[config.mk]
export PLATFORM = sky130hd
export DESIGN_NAME = z80_io_decoder_flat
export DESIGN_NICKNAME = d
export VERILOG_FILES = /design/src/rtl/z80_io_decoder_if.sv /design/src/rtl/z80_io_decoder.sv /design/src/flat_wrapper.sv
export SDC_FILE = /design/constraint.sdc
export NUM_CORES = 1
export LEC_CHECK = 0
export CAP_MARGIN = 10
export CORE_ASPECT_RATIO = 1.75
export CORE_UTILIZATION = 45
export DETAILED_ROUTE_END_ITERATION = 12
export PLACE_DENSITY = 0.73
export SLEW_MARGIN = 30
export SYNTH_ARGS = -nofsm -noshare
export SYNTH_HDL_FRONTEND = slang
export SYNTH_SLANG_ARGS = --single-unit
export TNS_END_PERCENT = 50
[constraint.sdc]
create_clock -name i_clk -period 4.35 [get_ports i_clk]
set_input_delay 0.87 -clock i_clk [delete_from_list [all_inputs] [get_ports i_clk]]
set_output_delay 0.87 -clock i_clk [all_outputs]
set_load 0.1 [all_outputs]
[src/rtl/z80_io_decoder_if.sv]
// z80_io_decoder_if: Z80 I/O bus and device-side signals of the I/O decoder
//   slave  modport (decoder): Z80 inputs i_addr/i_iorq_n/i_rd_n/i_wr_n/i_m1_n,
//                             i_wait from waitstate generator, i_timeout_clr;
//                             outputs o_device/o_hit/o_cs_n/o_rd_stb/o_wr_stb/
//                             o_addr/o_busy/o_timeout (+ o_inta when
//                             Z80_IO_DECODER_INTACK_EN is defined)
//   master modport (bus side): the same signals with directions reversed
interface z80_io_decoder_if;
    logic [7:0] i_addr;
    logic       i_iorq_n;
    logic       i_rd_n;
    logic       i_wr_n;
    logic       i_m1_n;
    logic       i_wait;
    logic       i_timeout_clr;
    logic [1:0] o_device;
    logic       o_hit;
    logic [3:0] o_cs_n;
    logic       o_rd_stb;
    logic       o_wr_stb;
    logic [7:0] o_addr;
    logic       o_busy;
    logic       o_timeout;
`ifdef Z80_IO_DECODER_INTACK_EN
    logic       o_inta;
    modport slave (
        input  i_addr, i_iorq_n, i_rd_n, i_wr_n, i_m1_n, i_wait, i_timeout_clr,
        output o_device, o_hit, o_cs_n, o_rd_stb, o_wr_stb, o_addr, o_busy, o_timeout, o_inta
    );
    modport master (
        output i_addr, i_iorq_n, i_rd_n, i_wr_n, i_m1_n, i_wait, i_timeout_clr,
        input  o_device, o_hit, o_cs_n, o_rd_stb, o_wr_stb, o_addr, o_busy, o_timeout, o_inta
    );
`else
    modport slave (
        input  i_addr, i_iorq_n, i_rd_n, i_wr_n, i_m1_n, i_wait, i_timeout_clr,
        output o_device, o_hit, o_cs_n, o_rd_stb, o_wr_stb, o_addr, o_busy, o_timeout
    );
    modport master (
        output i_addr, i_iorq_n, i_rd_n, i_wr_n, i_m1_n, i_wait, i_timeout_clr,
        input  o_device, o_hit, o_cs_n, o_rd_stb, o_wr_stb, o_addr, o_busy, o_timeout
    );
`endif
endinterface

[src/rtl/z80_io_decoder.sv]
// z80_io_decoder: decodes Z80 IORQ cycles into four device slots and issues one
// read/write strobe per cycle after WAIT is released; sticky stuck-cycle flag.
//   i_clk, i_reset (async, active-high)
//   bus: z80_io_decoder_if.slave carrying the Z80 bus inputs, i_wait,
//        i_timeout_clr and the decoder outputs (slot, hit, chip selects,
//        strobes, latched address, busy, timeout)
// Optional: define Z80_IO_DECODER_INTACK_EN to track interrupt-acknowledge
// cycles in an INTA state with an o_inta output; otherwise they are ignored.
module z80_io_decoder #(
    parameter logic [7:0]  DEV0_BASE = 8'h00,
    parameter logic [7:0]  DEV1_BASE = 8'h10,
    parameter logic [7:0]  DEV2_BASE = 8'h20,
    parameter logic [7:0]  DEV3_BASE = 8'h30,
    parameter logic [7:0]  DEV_MASK  = 8'hF0,
    parameter int unsigned TIMEOUT   = 64
) (
    input  logic                i_clk,
    input  logic                i_reset,
    z80_io_decoder_if.slave     bus
);
    typedef enum logic [1:0] {IDLE, ACTIVE, DONE, INTA} state_t;

    state_t     state;
    logic [7:0] addr_q;
    logic [1:0] dev_q;
    logic       hit_q;
    logic       wr_q;
    logic [3:0] cs_n_q;
    logic       rd_stb_q;
    logic       wr_stb_q;
    logic       busy_q;
    logic       timeout_q;
    logic [7:0] cnt;
    logic [3:0] m;
    logic [1:0] dec_dev;
    logic       dec_hit;
    logic       to_set;
    logic       xfer;

    assign m[0] = (bus.i_addr & DEV_MASK) == (DEV0_BASE & DEV_MASK);
    assign m[1] = (bus.i_addr & DEV_MASK) == (DEV1_BASE & DEV_MASK);
    assign m[2] = (bus.i_addr & DEV_MASK) == (DEV2_BASE & DEV_MASK);
    assign m[3] = (bus.i_addr & DEV_MASK) == (DEV3_BASE & DEV_MASK);
    // priority chain: lowest slot wins when bases overlap
    assign dec_dev = m[0] ? 2'd0 : m[1] ? 2'd1 : m[2] ? 2'd2 : m[3] ? 2'd3 : 2'd0;
    assign dec_hit = |m;

    // counter value after this clock reaches TIMEOUT (saturating)
    assign to_set = (state != IDLE) && (cnt >= 8'(TIMEOUT - 1));
    // data phase: WAIT released and the line matching the latched direction is low
    assign xfer   = !bus.i_wait && (wr_q ? !bus.i_wr_n : !bus.i_rd_n);

    always_ff @(posedge i_clk or posedge i_reset) begin
        if (i_reset) begin
            state     <= IDLE;
            addr_q    <= 8'h00;
            dev_q     <= 2'd0;
            hit_q     <= 1'b0;
            wr_q      <= 1'b0;
            cs_n_q    <= 4'hF;
            rd_stb_q  <= 1'b0;
            wr_stb_q  <= 1'b0;
            busy_q    <= 1'b0;
            timeout_q <= 1'b0;
            cnt       <= 8'd0;
`ifdef Z80_IO_DECODER_INTACK_EN
            bus.o_inta <= 1'b0;
`endif
        end else begin
            rd_stb_q  <= 1'b0;
            wr_stb_q  <= 1'b0;
            cnt       <= state == IDLE ? 8'd0 : (cnt >= 8'(TIMEOUT) ? cnt : cnt + 8'd1);
            timeout_q <= to_set | (timeout_q & !bus.i_timeout_clr);
            case (state)
                IDLE: begin
                    if (!bus.i_iorq_n && bus.i_m1_n) begin
                        state  <= ACTIVE;
                        addr_q <= bus.i_addr;
                        dev_q  <= dec_dev;
                        hit_q  <= dec_hit;
                        wr_q   <= !bus.i_wr_n;
                        busy_q <= 1'b1;
                        cs_n_q <= dec_hit ? ~(4'b0001 << dec_dev) : 4'hF;
                    end
`ifdef Z80_IO_DECODER_INTACK_EN
                    else if (!bus.i_iorq_n) begin
                        state      <= INTA;
                        busy_q     <= 1'b1;
                        bus.o_inta <= 1'b1;
                    end
`endif
                end
                ACTIVE: begin
                    if (bus.i_iorq_n) begin
                        state  <= IDLE;
                        busy_q <= 1'b0;
                        cs_n_q <= 4'hF;
                    end else if (xfer) begin
                        state    <= DONE;
                        rd_stb_q <= hit_q && !wr_q;
                        wr_stb_q <= hit_q && wr_q;
                    end
                end
                DONE: begin
                    if (bus.i_iorq_n) begin
                        state  <= IDLE;
                        busy_q <= 1'b0;
                        cs_n_q <= 4'hF;
                    end
                end
                INTA: begin
                    if (bus.i_iorq_n) begin
                        state  <= IDLE;
                        busy_q <= 1'b0;
`ifdef Z80_IO_DECODER_INTACK_EN
                        bus.o_inta <= 1'b0;
`endif
                    end
                end
                default: state <= IDLE;
            endcase
        end
    end

    // slot index is combinational in IDLE so the waitstate generator sees it
    // in the very first IORQ-low clock
    assign bus.o_device  = state == IDLE ? dec_dev : dev_q;
    assign bus.o_hit     = state == IDLE ? dec_hit : hit_q;
    assign bus.o_cs_n    = cs_n_q;
    assign bus.o_rd_stb  = rd_stb_q;
    assign bus.o_wr_stb  = wr_stb_q;
    assign bus.o_addr    = addr_q;
    assign bus.o_busy    = busy_q;
    assign bus.o_timeout = timeout_q;
endmodule

[src/flat_wrapper.sv]
// flat-port wrapper written by rule: the top's interface ports become plain ports
module z80_io_decoder_flat 
#(
    parameter logic [7:0]  DEV0_BASE = 8'h00,
    parameter logic [7:0]  DEV1_BASE = 8'h10,
    parameter logic [7:0]  DEV2_BASE = 8'h20,
    parameter logic [7:0]  DEV3_BASE = 8'h30,
    parameter logic [7:0]  DEV_MASK  = 8'hF0,
    parameter int unsigned TIMEOUT   = 64
)
  (i_clk, i_reset, bus_i_addr, bus_i_iorq_n, bus_i_rd_n, bus_i_wr_n, bus_i_m1_n, bus_i_wait, bus_i_timeout_clr, bus_o_device, bus_o_hit, bus_o_cs_n, bus_o_rd_stb, bus_o_wr_stb, bus_o_addr, bus_o_busy, bus_o_timeout);
  z80_io_decoder_if bus_i ();
  input  logic i_clk;
  input  logic i_reset;
  input wire logic [$bits(bus_i.i_addr)-1:0] bus_i_addr;
  input wire logic [$bits(bus_i.i_iorq_n)-1:0] bus_i_iorq_n;
  input wire logic [$bits(bus_i.i_rd_n)-1:0] bus_i_rd_n;
  input wire logic [$bits(bus_i.i_wr_n)-1:0] bus_i_wr_n;
  input wire logic [$bits(bus_i.i_m1_n)-1:0] bus_i_m1_n;
  input wire logic [$bits(bus_i.i_wait)-1:0] bus_i_wait;
  input wire logic [$bits(bus_i.i_timeout_clr)-1:0] bus_i_timeout_clr;
  output wire logic [$bits(bus_i.o_device)-1:0] bus_o_device;
  output wire logic [$bits(bus_i.o_hit)-1:0] bus_o_hit;
  output wire logic [$bits(bus_i.o_cs_n)-1:0] bus_o_cs_n;
  output wire logic [$bits(bus_i.o_rd_stb)-1:0] bus_o_rd_stb;
  output wire logic [$bits(bus_i.o_wr_stb)-1:0] bus_o_wr_stb;
  output wire logic [$bits(bus_i.o_addr)-1:0] bus_o_addr;
  output wire logic [$bits(bus_i.o_busy)-1:0] bus_o_busy;
  output wire logic [$bits(bus_i.o_timeout)-1:0] bus_o_timeout;
  assign bus_i.i_addr = bus_i_addr;
  assign bus_i.i_iorq_n = bus_i_iorq_n;
  assign bus_i.i_rd_n = bus_i_rd_n;
  assign bus_i.i_wr_n = bus_i_wr_n;
  assign bus_i.i_m1_n = bus_i_m1_n;
  assign bus_i.i_wait = bus_i_wait;
  assign bus_i.i_timeout_clr = bus_i_timeout_clr;
  assign bus_o_device = bus_i.o_device;
  assign bus_o_hit = bus_i.o_hit;
  assign bus_o_cs_n = bus_i.o_cs_n;
  assign bus_o_rd_stb = bus_i.o_rd_stb;
  assign bus_o_wr_stb = bus_i.o_wr_stb;
  assign bus_o_addr = bus_i.o_addr;
  assign bus_o_busy = bus_i.o_busy;
  assign bus_o_timeout = bus_i.o_timeout;
  z80_io_decoder #(.DEV0_BASE(DEV0_BASE), .DEV1_BASE(DEV1_BASE), .DEV2_BASE(DEV2_BASE), .DEV3_BASE(DEV3_BASE), .DEV_MASK(DEV_MASK), .TIMEOUT(TIMEOUT)) u_core (.i_clk(i_clk), .i_reset(i_reset), .bus(bus_i));
endmodule
======== Word-level counts from Yosys, hierarchy flattened ========
Cells that the tools add are included.
word-level totals
  input bits .............................. 16
  flip-flop bits (word level) ............. 30
  output and inout bits ................... 19
  logic and storage cells ................. 80
cells by class
  mux-type cells .......................... 27
  eq/ne operators ......................... 12
  reductions and logical operators ........ 23
  magnitude comparators ................... 2
  shifts and indexed selects .............. 1
  bitwise gates (word level) .............. 3
  add/subtract/negate cells ............... 1
operator list
  operator             number
  $mux 2               9
  $mux 8               2
  $mux 4               3
  $mux 1               10
  $add 8x1->8 const B  1
  $eq 4x2->1 const B   2
  $ge 8x6->1 const B   1
  $ge 8x7->1 const B   1
  $logic_not 8->1      1
  $pmux 4 s2           1
  $logic_not 1->1      6
  $ne 2x1->1 const B   3
  $pmux 2 s3           1
  $reduce_and 3->1     2
  $logic_and 1x1->1    5
  $eq 2x2->1 const B   2
  $eq 4x1->1 const B   1
  $ne 2x2->1 const B   2
  $not 4->4            1
  $reduce_and 2->1     2
  $reduce_bool 2->1    2
  $reduce_or 2->1      2
  $reduce_or 4->1      1
  $shl 1x2->4 const A  1
  7 further kinds      7

======== Logic depth before layout (Yosys ltp) ========
Gate-level depths: netlist of run 1.
  depth in word-level cells ............... 10
  gate-level depth with buffers ........... 7
  depth with buffers taken out ............ 6

======== Worst setup path before layout of run 1 ========
Ideal clock, no wire load.
  kind .................................... flip-flop to output port
  start ................................... register u_core.state[0]
  end ..................................... output port bus_o_device[1]
  data required time ...................... 3.480 ns
  slack ................................... 0.353 ns
  arrival time ............................ 3.127 ns
  buffers on the path ..................... 2
  stages on the path, launching flop included .. 6
  cell sequence ........................... dfrtp_1 > inv_1 > ha_1 > buf_2 > clkbuf_1 > o21ai_0
on the way
  word-level cells in the longest chain between the ends .. 2
ends and longest elaborated chain
  what                    line                   text
  start, declared         z80_io_decoder.sv:23   state_t state;
  start signal, assigned  z80_io_decoder.sv:55   state <= IDLE;
  start signal, assigned  z80_io_decoder.sv:77   state <= ACTIVE;
  start signal, assigned  z80_io_decoder.sv:95   state <= IDLE;
  $logic_not 2->1         z80_io_decoder.sv:127  assign bus.o_device = state == IDLE ? dec_dev : dev_q;
  $mux 2                  z80_io_decoder.sv:127
  end, declared           flat_wrapper.sv:22     output wire logic [$bits(bus_i.o_device)-1:0] bus_o_device;
No other way between the ends.

======== Worst setup path after layout of run 1 ========
  start ................................... input port bus_i_addr[7]
  end ..................................... output port bus_o_device[1]
on the way
  word-level cells in the longest chain between the ends .. 6
  elaborated cells between the ends (all ways) .. 9
  classes of those cells .................. eq/ne: 3; mux: 5; reduce/logical: 1
ends and longest elaborated chain
  what                  line                   text
  start, declared       flat_wrapper.sv:15     input wire logic [$bits(bus_i.i_addr)-1:0] bus_i_addr;
  $eq 4x2->1            z80_io_decoder.sv:43   assign m[3] = (bus.i_addr & DEV_MASK) == (DEV3_BASE & DEV_MASK);
  $mux 2 (3 in series)  z80_io_decoder.sv:45   assign dec_dev = m[0] ? 2'd0 : m[1] ? 2'd1 : m[2] ? 2'd2 : m[3] ? 2'd3 : 2'd0;
  $mux 2 *              z80_io_decoder.sv:45
  $mux 2 *              z80_io_decoder.sv:127
Every way passes the cells marked *; elsewhere a longest branch is shown, timed or not.

==> results of run 1 <==
sequential cells by signal, indices dropped and copies added, names as in the netlist:
name	count
u_core.bus.o_timeout	1
u_core.dev_q	2
u_core.wr_q	1
u_core.bus.o_busy	1
u_core.bus.o_wr_stb	1
u_core.cnt	8
u_core.hit_q	1
u_core.bus.o_rd_stb	1
u_core.bus.o_cs_n	4
u_core.bus.o_addr	8
u_core.state	2
how the worst min path moves through the flow:
stage / end / slack (ns) / cells after the start
final: u_core.bus.o_addr[5] / 0.48 / 2
after global routing: u_core.bus.o_addr[5] / 0.52 / 2
after CTS: u_core.bus.o_addr[5] / 0.49 / 2
after global placement: u_core.dev_q[0] / 0.46 / 2
after detailed placement: u_core.bus.o_addr[5] / 0.47 / 2
after floorplan: u_core.dev_q[0] / 0.45 / 2
area by class of cell:
class	instances	area share (%)
sequential	30	39.9
clock buffer	8	5.82
timing repair buffer	34	17.6
tap	42	2.78
inverter	8	1.59
multi-input combinational	82	32.3
through the flow:
step / hold slack, ns / area (sq um) / setup slack (ns) / util (%)
6_report: 0.479 / 1890 / 1.27 / 63.9
5_1_grt: 0.524 / 1890 / 1.15 / 63.9
4_1_cts: 0.487 / 1890 / 1.28 / 63.9
3_5_place_dp: 0.473 / 1780 / 1.29 / 60.2
3_3_place_gp: 0.462 / 1780 / 1.33 / 60.2
2_1_floorplan: 0.450 / 1410 / 0.353 / -
metal layers:
metal  up-vias  GRT usage [%]  part of all wire, %
li1        504              -                    -
met5         -              0                    0
met2        39           31.2                   54
met4         0           10.3                  2.9
met1       487           20.4                   37
met3         9           7.11                  5.6
critical path, stage by stage:
cell and delay, ns:
clkdlybuf4s50_1 0.44, nor2_1 0.33, nand3_1 0.12, o21ai_0 0.12, buf_4 0.32
cell usage after synthesis, types with 2 or more instances:
cell type / instances
xor2_1: 2
clkbuf_1: 2
a41oi_1: 4
nor2_1: 11
xnor2_1: 2
mux2_2: 8
dfstp_2: 4
dfrtp_1: 26
a21oi_1: 4
nand2_1: 11
nand3_1: 2
o21ai_0: 9
ha_1: 6
inv_1: 8
nand2b_1: 3
nor2b_1: 2
logic make-up (layout without fill, tap and decap cells):
kind of cell    Yosys count  after routing  synth area share, %
flops                    30             30                 53.6
xor+xnor                  4              4                 2.49
fa+ha+maj                 6              6                 5.33
simple gates             38             38                 15.5
mux                      10             10                 8.79
buf+inv                  11             50                 3.02
compound gates           24             24                 11.2
power by group:
group          total [uW]  internal [uW]  switching, uW
registers             440            373           67.5
clock network         265            160            106
logic                 860            229            631
total                1560            761            804
==> metrics.md, run 1 <==
| Metric | Value |
|---|---|
| GRT overflow | `0` |
| Nets@finish | `183` |
| CTS root buf | `clkbuf_8` |
| Worst R2R Start | `u_core.state[1]` |
| Die Wd | `44.3 microns` |
| Leakage | `0.000823 uW` |
| WL per Instance | `13.7 microns` |
| Worst setup SP type | `input port` |
| Mapped Nets | `145` |
| Worst reg2reg endpoint | `u_core.bus.o_cs_n[0]` |
| Synth area leader | `dfrtp_1` |
| Cells after Synth | `123` |
| Multi-input logic area | `611 sq um` |
| Total wire length | `2.79 mm` |
| Hold-fix buffers at CTS | `0` |
| Fillers | `234` |
| Commonest non-fill, non-tap cells in the layout | `clkdlybuf4s50_1 (31), dfrtp_1 (26), nor2_1 (11), nand2_1 (11), o21ai_0 (9)` |
| Crit Path Max Fanout | `6` |
| CP Data Required Time | `3.48 ns` |
| Post-DRT Antenna Nets | `0` |
| Setup slack, reg-to-reg | `2.21 ns` |
| Num rows | `26` |
| Max-slew headroom | `34.8%` |
| DRT iter0 DRCs | `22` |
| Post-cts resize count | `0` |
| Buffers from clock root to sink, at most | `2` |
| Syn avg cell area | `11.5 sq um` |
| Clock sinks | `30` |
| Initial Util | `47.6%` |
| Status | `completed` |
| Total Die Area | `3370 sq um` |
| Initial antenna violation count | `0` |
| # H-tree levels | `2` |
| GP Congestion | `0.826` |
| Area growth syn-to-layout | `34.3%` |
| Max Slew Vio Count | `0` |
| Vias post-DR | `1039` |
| Vias in the first global route | `1034` |
| TritonCTS clock tree | `built` |
| Worst hold path class | `register to register` |
| Placeable core area | `2960 sq um` |
| Setup tns final | `0 ns` |
| Top FF cell, synth | `dfrtp_1` |
| Diode count | `0` |
| DR vias/cell | `5.09` |
| TritonCTS Buffers | `5` |
| Synth warnings | `0` |
| Clock Pin Slew Worst Setup and Hold Paths | `0.06 ns` |
| CP Class | `input port to primary output` |
| Post-synth top area share | `46.2%` |
| Worst slew pin tran | `0.975 ns` |
| CP Capture Type | `primary output` |
| Clock Skew | `0.00356 ns` |
| Post-DP HPWL | `2.07 mm` |
| Yosys reg bits | `30` |
| PortBufs | `34` |
| # placed instances | `196` |
| First-pass GRT wire length | `4.67 mm` |
| Cell Pwr Density | `827 nW/um^2` |
| Post-synth EDFFs | `0` |
| Largest net degree at the start of global routing | `31` |
| Register area | `756 sq um` |
| PnR Total Power | `1560 uW` |
| Unrepaired setup endpoints after global routing | `no` |
| # setup viols final | `0` |
| Drt pass-1 iters | `4` |
| Cell area after synthesis | `1410 sq um` |
| Worst vdd ir | `0.599 mV` |
| Clock Latency Late Sink | `0.29 ns` |
| Tcrit/Tclk final | `70.9%` |
| Max_cap viols | `0` |
| Seq/Total Area, Yosys | `53.6%` |
| Top post-synthesis cells by area | `dfrtp_1 (46%), dfstp_2 (7.5%), mux2_2 (6.4%)` |
| Crit path DAT | `2.21 ns` |
| All-Layer GR Usage | `19.1%` |
| Leading cell type in the layout, fill and taps excluded | `clkdlybuf4s50_1` |
| HP Start | `u_core.bus.o_addr[5]` |
| Async SR Flop Fraction | `100%` |
| Max Freq | `324 MHz` |
| Die Y | `76.0 microns` |
| Worst setup endpoint | `bus_o_device[1]` |
| I/O pin count | `35` |
| Remaining DRCs | `0` |
| Cell variety after synth | `35` |
| Layout cells sized above 1 | `17.9%` |
| Final Critical Period | `3.08 ns` |
| Post-CTS setup buffer count | `0` |
| Reg2reg path depth | `6` |
| Post-Layout Cell Count | `204` |
| CP Launch Point | `bus_i_addr[7]` |
| Final Hold Viols | `0` |
(Power assumes the default switching activity.)
==> run 2, diff against run 1 <==
- clock period: 4.35 -> 3.1 ns (I/O delays scaled with it)
==> run 2 against run 1 <==
Clock skew up 0.0047 ns. Critical path depth did not move. Wire length shrank 2.2%. Die area unchanged. Sequential share of layout area up 0.32 points. Core utilization down 0.51 points. Highest routed layer unchanged. Count of clock-buffer cells in the layout is 2 lower. Register-to-register slack worse by 0.91 ns. Via count up 0.29%. Flip-flop and latch count is the same. Non-clock buffer count is 2 higher.
==> metrics.md, run 2 (synthesis results as in run 1) <==
| Metric | Value |
|---|---|
| Clock Pin Slew Worst Setup and Hold Paths | `0.06 ns (about the same)` |
| Total Die Area | `3370 sq um (unchanged)` |
| Placeable core area | `2960 sq um (unchanged)` |
| Post-DRT Antenna Nets | `0 (unchanged)` |
| Crit path DAT | `1.87 ns (-0.34 ns)` |
| First-pass GRT wire length | `4.66 mm (-0.15%)` |
| I/O pin count | `35 (unchanged)` |
| Vias in the first global route | `1031 (-0.29%)` |
| # setup viols final | `0 (unchanged)` |
| CP Capture Type | `primary output` |
| Remaining DRCs | `0 (unchanged)` |
| WL per Instance | `13.3 microns (-3.1%)` |
| Total wire length | `2.73 mm (-2.2%)` |
| Worst hold path class | `register to register` |
| Post-cts resize count | `0 (unchanged)` |
| Status | `completed` |
| Core Util, Final | `63.4% (-0.51 points)` |
| TritonCTS clock tree | `built` |
| PortBufs | `34 (unchanged)` |
| Die Y | `76.0 microns (unchanged)` |
| Clock sinks | `30 (unchanged)` |
| Commonest non-fill, non-tap cells in the layout | `dfrtp_1 (26), buf_4 (18), clkdlybuf4s50_1 (15), nor2_1 (11), nand2_1 (11)` |
| WP depth | `5 (unchanged)` |
| Num rows | `26 (unchanged)` |
| Post-CTS setup buffer count | `0 (unchanged)` |
| # placed instances | `198 (+1.0%)` |
| CP max stage delay | `0.44 ns (about the same)` |
| All-Layer GR Usage | `19.0% (-0.13 points)` |
| Leading cell type in the layout, fill and taps excluded | `dfrtp_1` |
| Final Critical Period | `2.49 ns` |
| Worst slew pin tran | `0.467 ns (-0.508 ns)` |
| Layout cells sized above 1 | `27.4% (+9.5 points)` |
| DR vias/cell | `5.06 (-0.68%)` |
| Diode count | `0 (unchanged)` |
| Placement Setup Slack | `0.619 ns (-0.670 ns)` |
| Reg2reg path depth | `6 (unchanged)` |
| Die Wd | `44.3 microns (unchanged)` |
| Area growth syn-to-layout | `33.2%` |
| Worst path slowest cell | `clkdlybuf4s50_1` |
| Vias post-DR | `1042 (+0.29%)` |
| Hold-fix buffers at CTS | `0 (unchanged)` |
| CTS root buf | `clkbuf_8` |
| Post-DP HPWL | `2.08 mm (+0.73%)` |
| TritonCTS Buffers | `5 (unchanged)` |
| Bufs and invs on worst path | `2 (unchanged)` |
| Nets@finish | `185 (+1.1%)` |
| Initial Util | `47.6% (unchanged)` |
| GP Congestion | `0.810 (-1.9%)` |
| # H-tree levels | `2 (unchanged)` |
| Clock Latency Late Sink | `0.28 ns (about the same)` |
| Tcrit/Tclk final | `80.2%` |
| DRT iter0 DRCs | `16 (-27%)` |
| Unrepaired setup endpoints after global routing | `no` |
| Largest net degree at the start of global routing | `31 (unchanged)` |
| Max Slew Vio Count | `0 (unchanged)` |
| Drt pass-1 iters | `4 (unchanged)` |
| Worst setup SP type | `input port` |
| Max-slew headroom | `68.6% (+34 points)` |
| Hold path depth | `2 (unchanged)` |
| Max_cap viols | `0 (unchanged)` |
| Buffers from clock root to sink, at most | `2 (unchanged)` |
| Post-Layout Cell Count | `206 (+0.98%)` |
| Max Freq | `402 MHz` |
| Worst setup margin | `0.614 ns (-0.651 ns)` |
| Setup tns final | `0 ns (unchanged)` |
| Fillers | `242 (+3.4%)` |
| Crit Path Max Fanout | `6 (unchanged)` |
| CP Class | `input port to primary output` |
| Final Hold Viols | `0 (unchanged)` |
| GRT overflow | `0 (unchanged)` |
| CP Cell Sequence | `clkdlybuf4s50_1, nor2_1, nand3_1, o21ai_0, buf_12` |
| Initial antenna violation count | `0 (unchanged)` |
| Cell family with most CP delay | `buffers and inverters` |
| CP Data Required Time | `2.48 ns (-1.00 ns)` |
| Clock Skew | `0.00823 ns (+0.00468 ns)` |
==> run 2: cell types whose count changed in the layout (fill, tap and decap cells not counted), moves of 2 or more <==
cell,previous run,this run
clkinv_2,0,2
clkdlybuf4s50_1,31,15
buf_12,0,3
buf_4,3,18
clkbuf_8,8,5
==> run 2: routing by layer <==
layer  track usage [%]  part of all wire (%)  up-vias
met5                 0                     0        -
met1              21.4                    38      502
met4              9.09                   2.3        0
met2              31.6                    55       27
li1                  -                     -      507
met3              5.21                   3.7        6
==> run 2: worst paths after layout <==
path                            slack (ns)                 start              endpoint
worst max-delay path                  0.61         bus_i_addr[7]       bus_o_device[0]
worst min-delay path                  0.48  u_core.bus.o_addr[4]  u_core.bus.o_addr[4]
worst max register to register        1.30       u_core.state[1]  u_core.bus.o_cs_n[0]
worst min register to register        0.48  u_core.bus.o_addr[4]  u_core.bus.o_addr[4]
max in group asynchronous             2.07               i_reset  u_core.bus.o_cs_n[0]
min in group asynchronous             0.70               i_reset         u_core.cnt[7]
==> run 2: layout make-up <==
type / count / area [sq um] / share of cell area, %
timing repair buffer: 36 / 345 / 18.4
tap: 42 / 52.6 / 2.80
sequential: 30 / 756 / 40.3
multi-input combinational: 82 / 611 / 32.5
inverter: 8 / 30.0 / 1.60
clock buffer: 6 / 72.6 / 3.87
clock inverter: 2 / 10.0 / 0.533
==> run 2: per-stage QoR <==
stage               area (sq um)  hold WS (ns)
finish                      1880         0.480
global route                1880         0.516
CTS                         1880         0.490
detailed placement          1790         0.476
global placement            1790         0.462
floorplan                   1410         0.450
==> run 2: worst register-to-register path, delay by kind of cell (launching register included) <==
kind | cells | cell delay (ns)
AO/OA/AOI/OAI | 1 | 0.19
adder cells (fa/ha/maj) | 1 | 0.33
buffers and inverters | 1 | 0.13
flip-flops | 1 | 0.42
multiplexers | 1 | 0.33
AND/OR/NAND/NOR | 2 | 0.33
Power of run 2 is left out: the tool's default activity adds up to more than one toggle a clock period on the data nets, which glitch-free logic cannot reach.
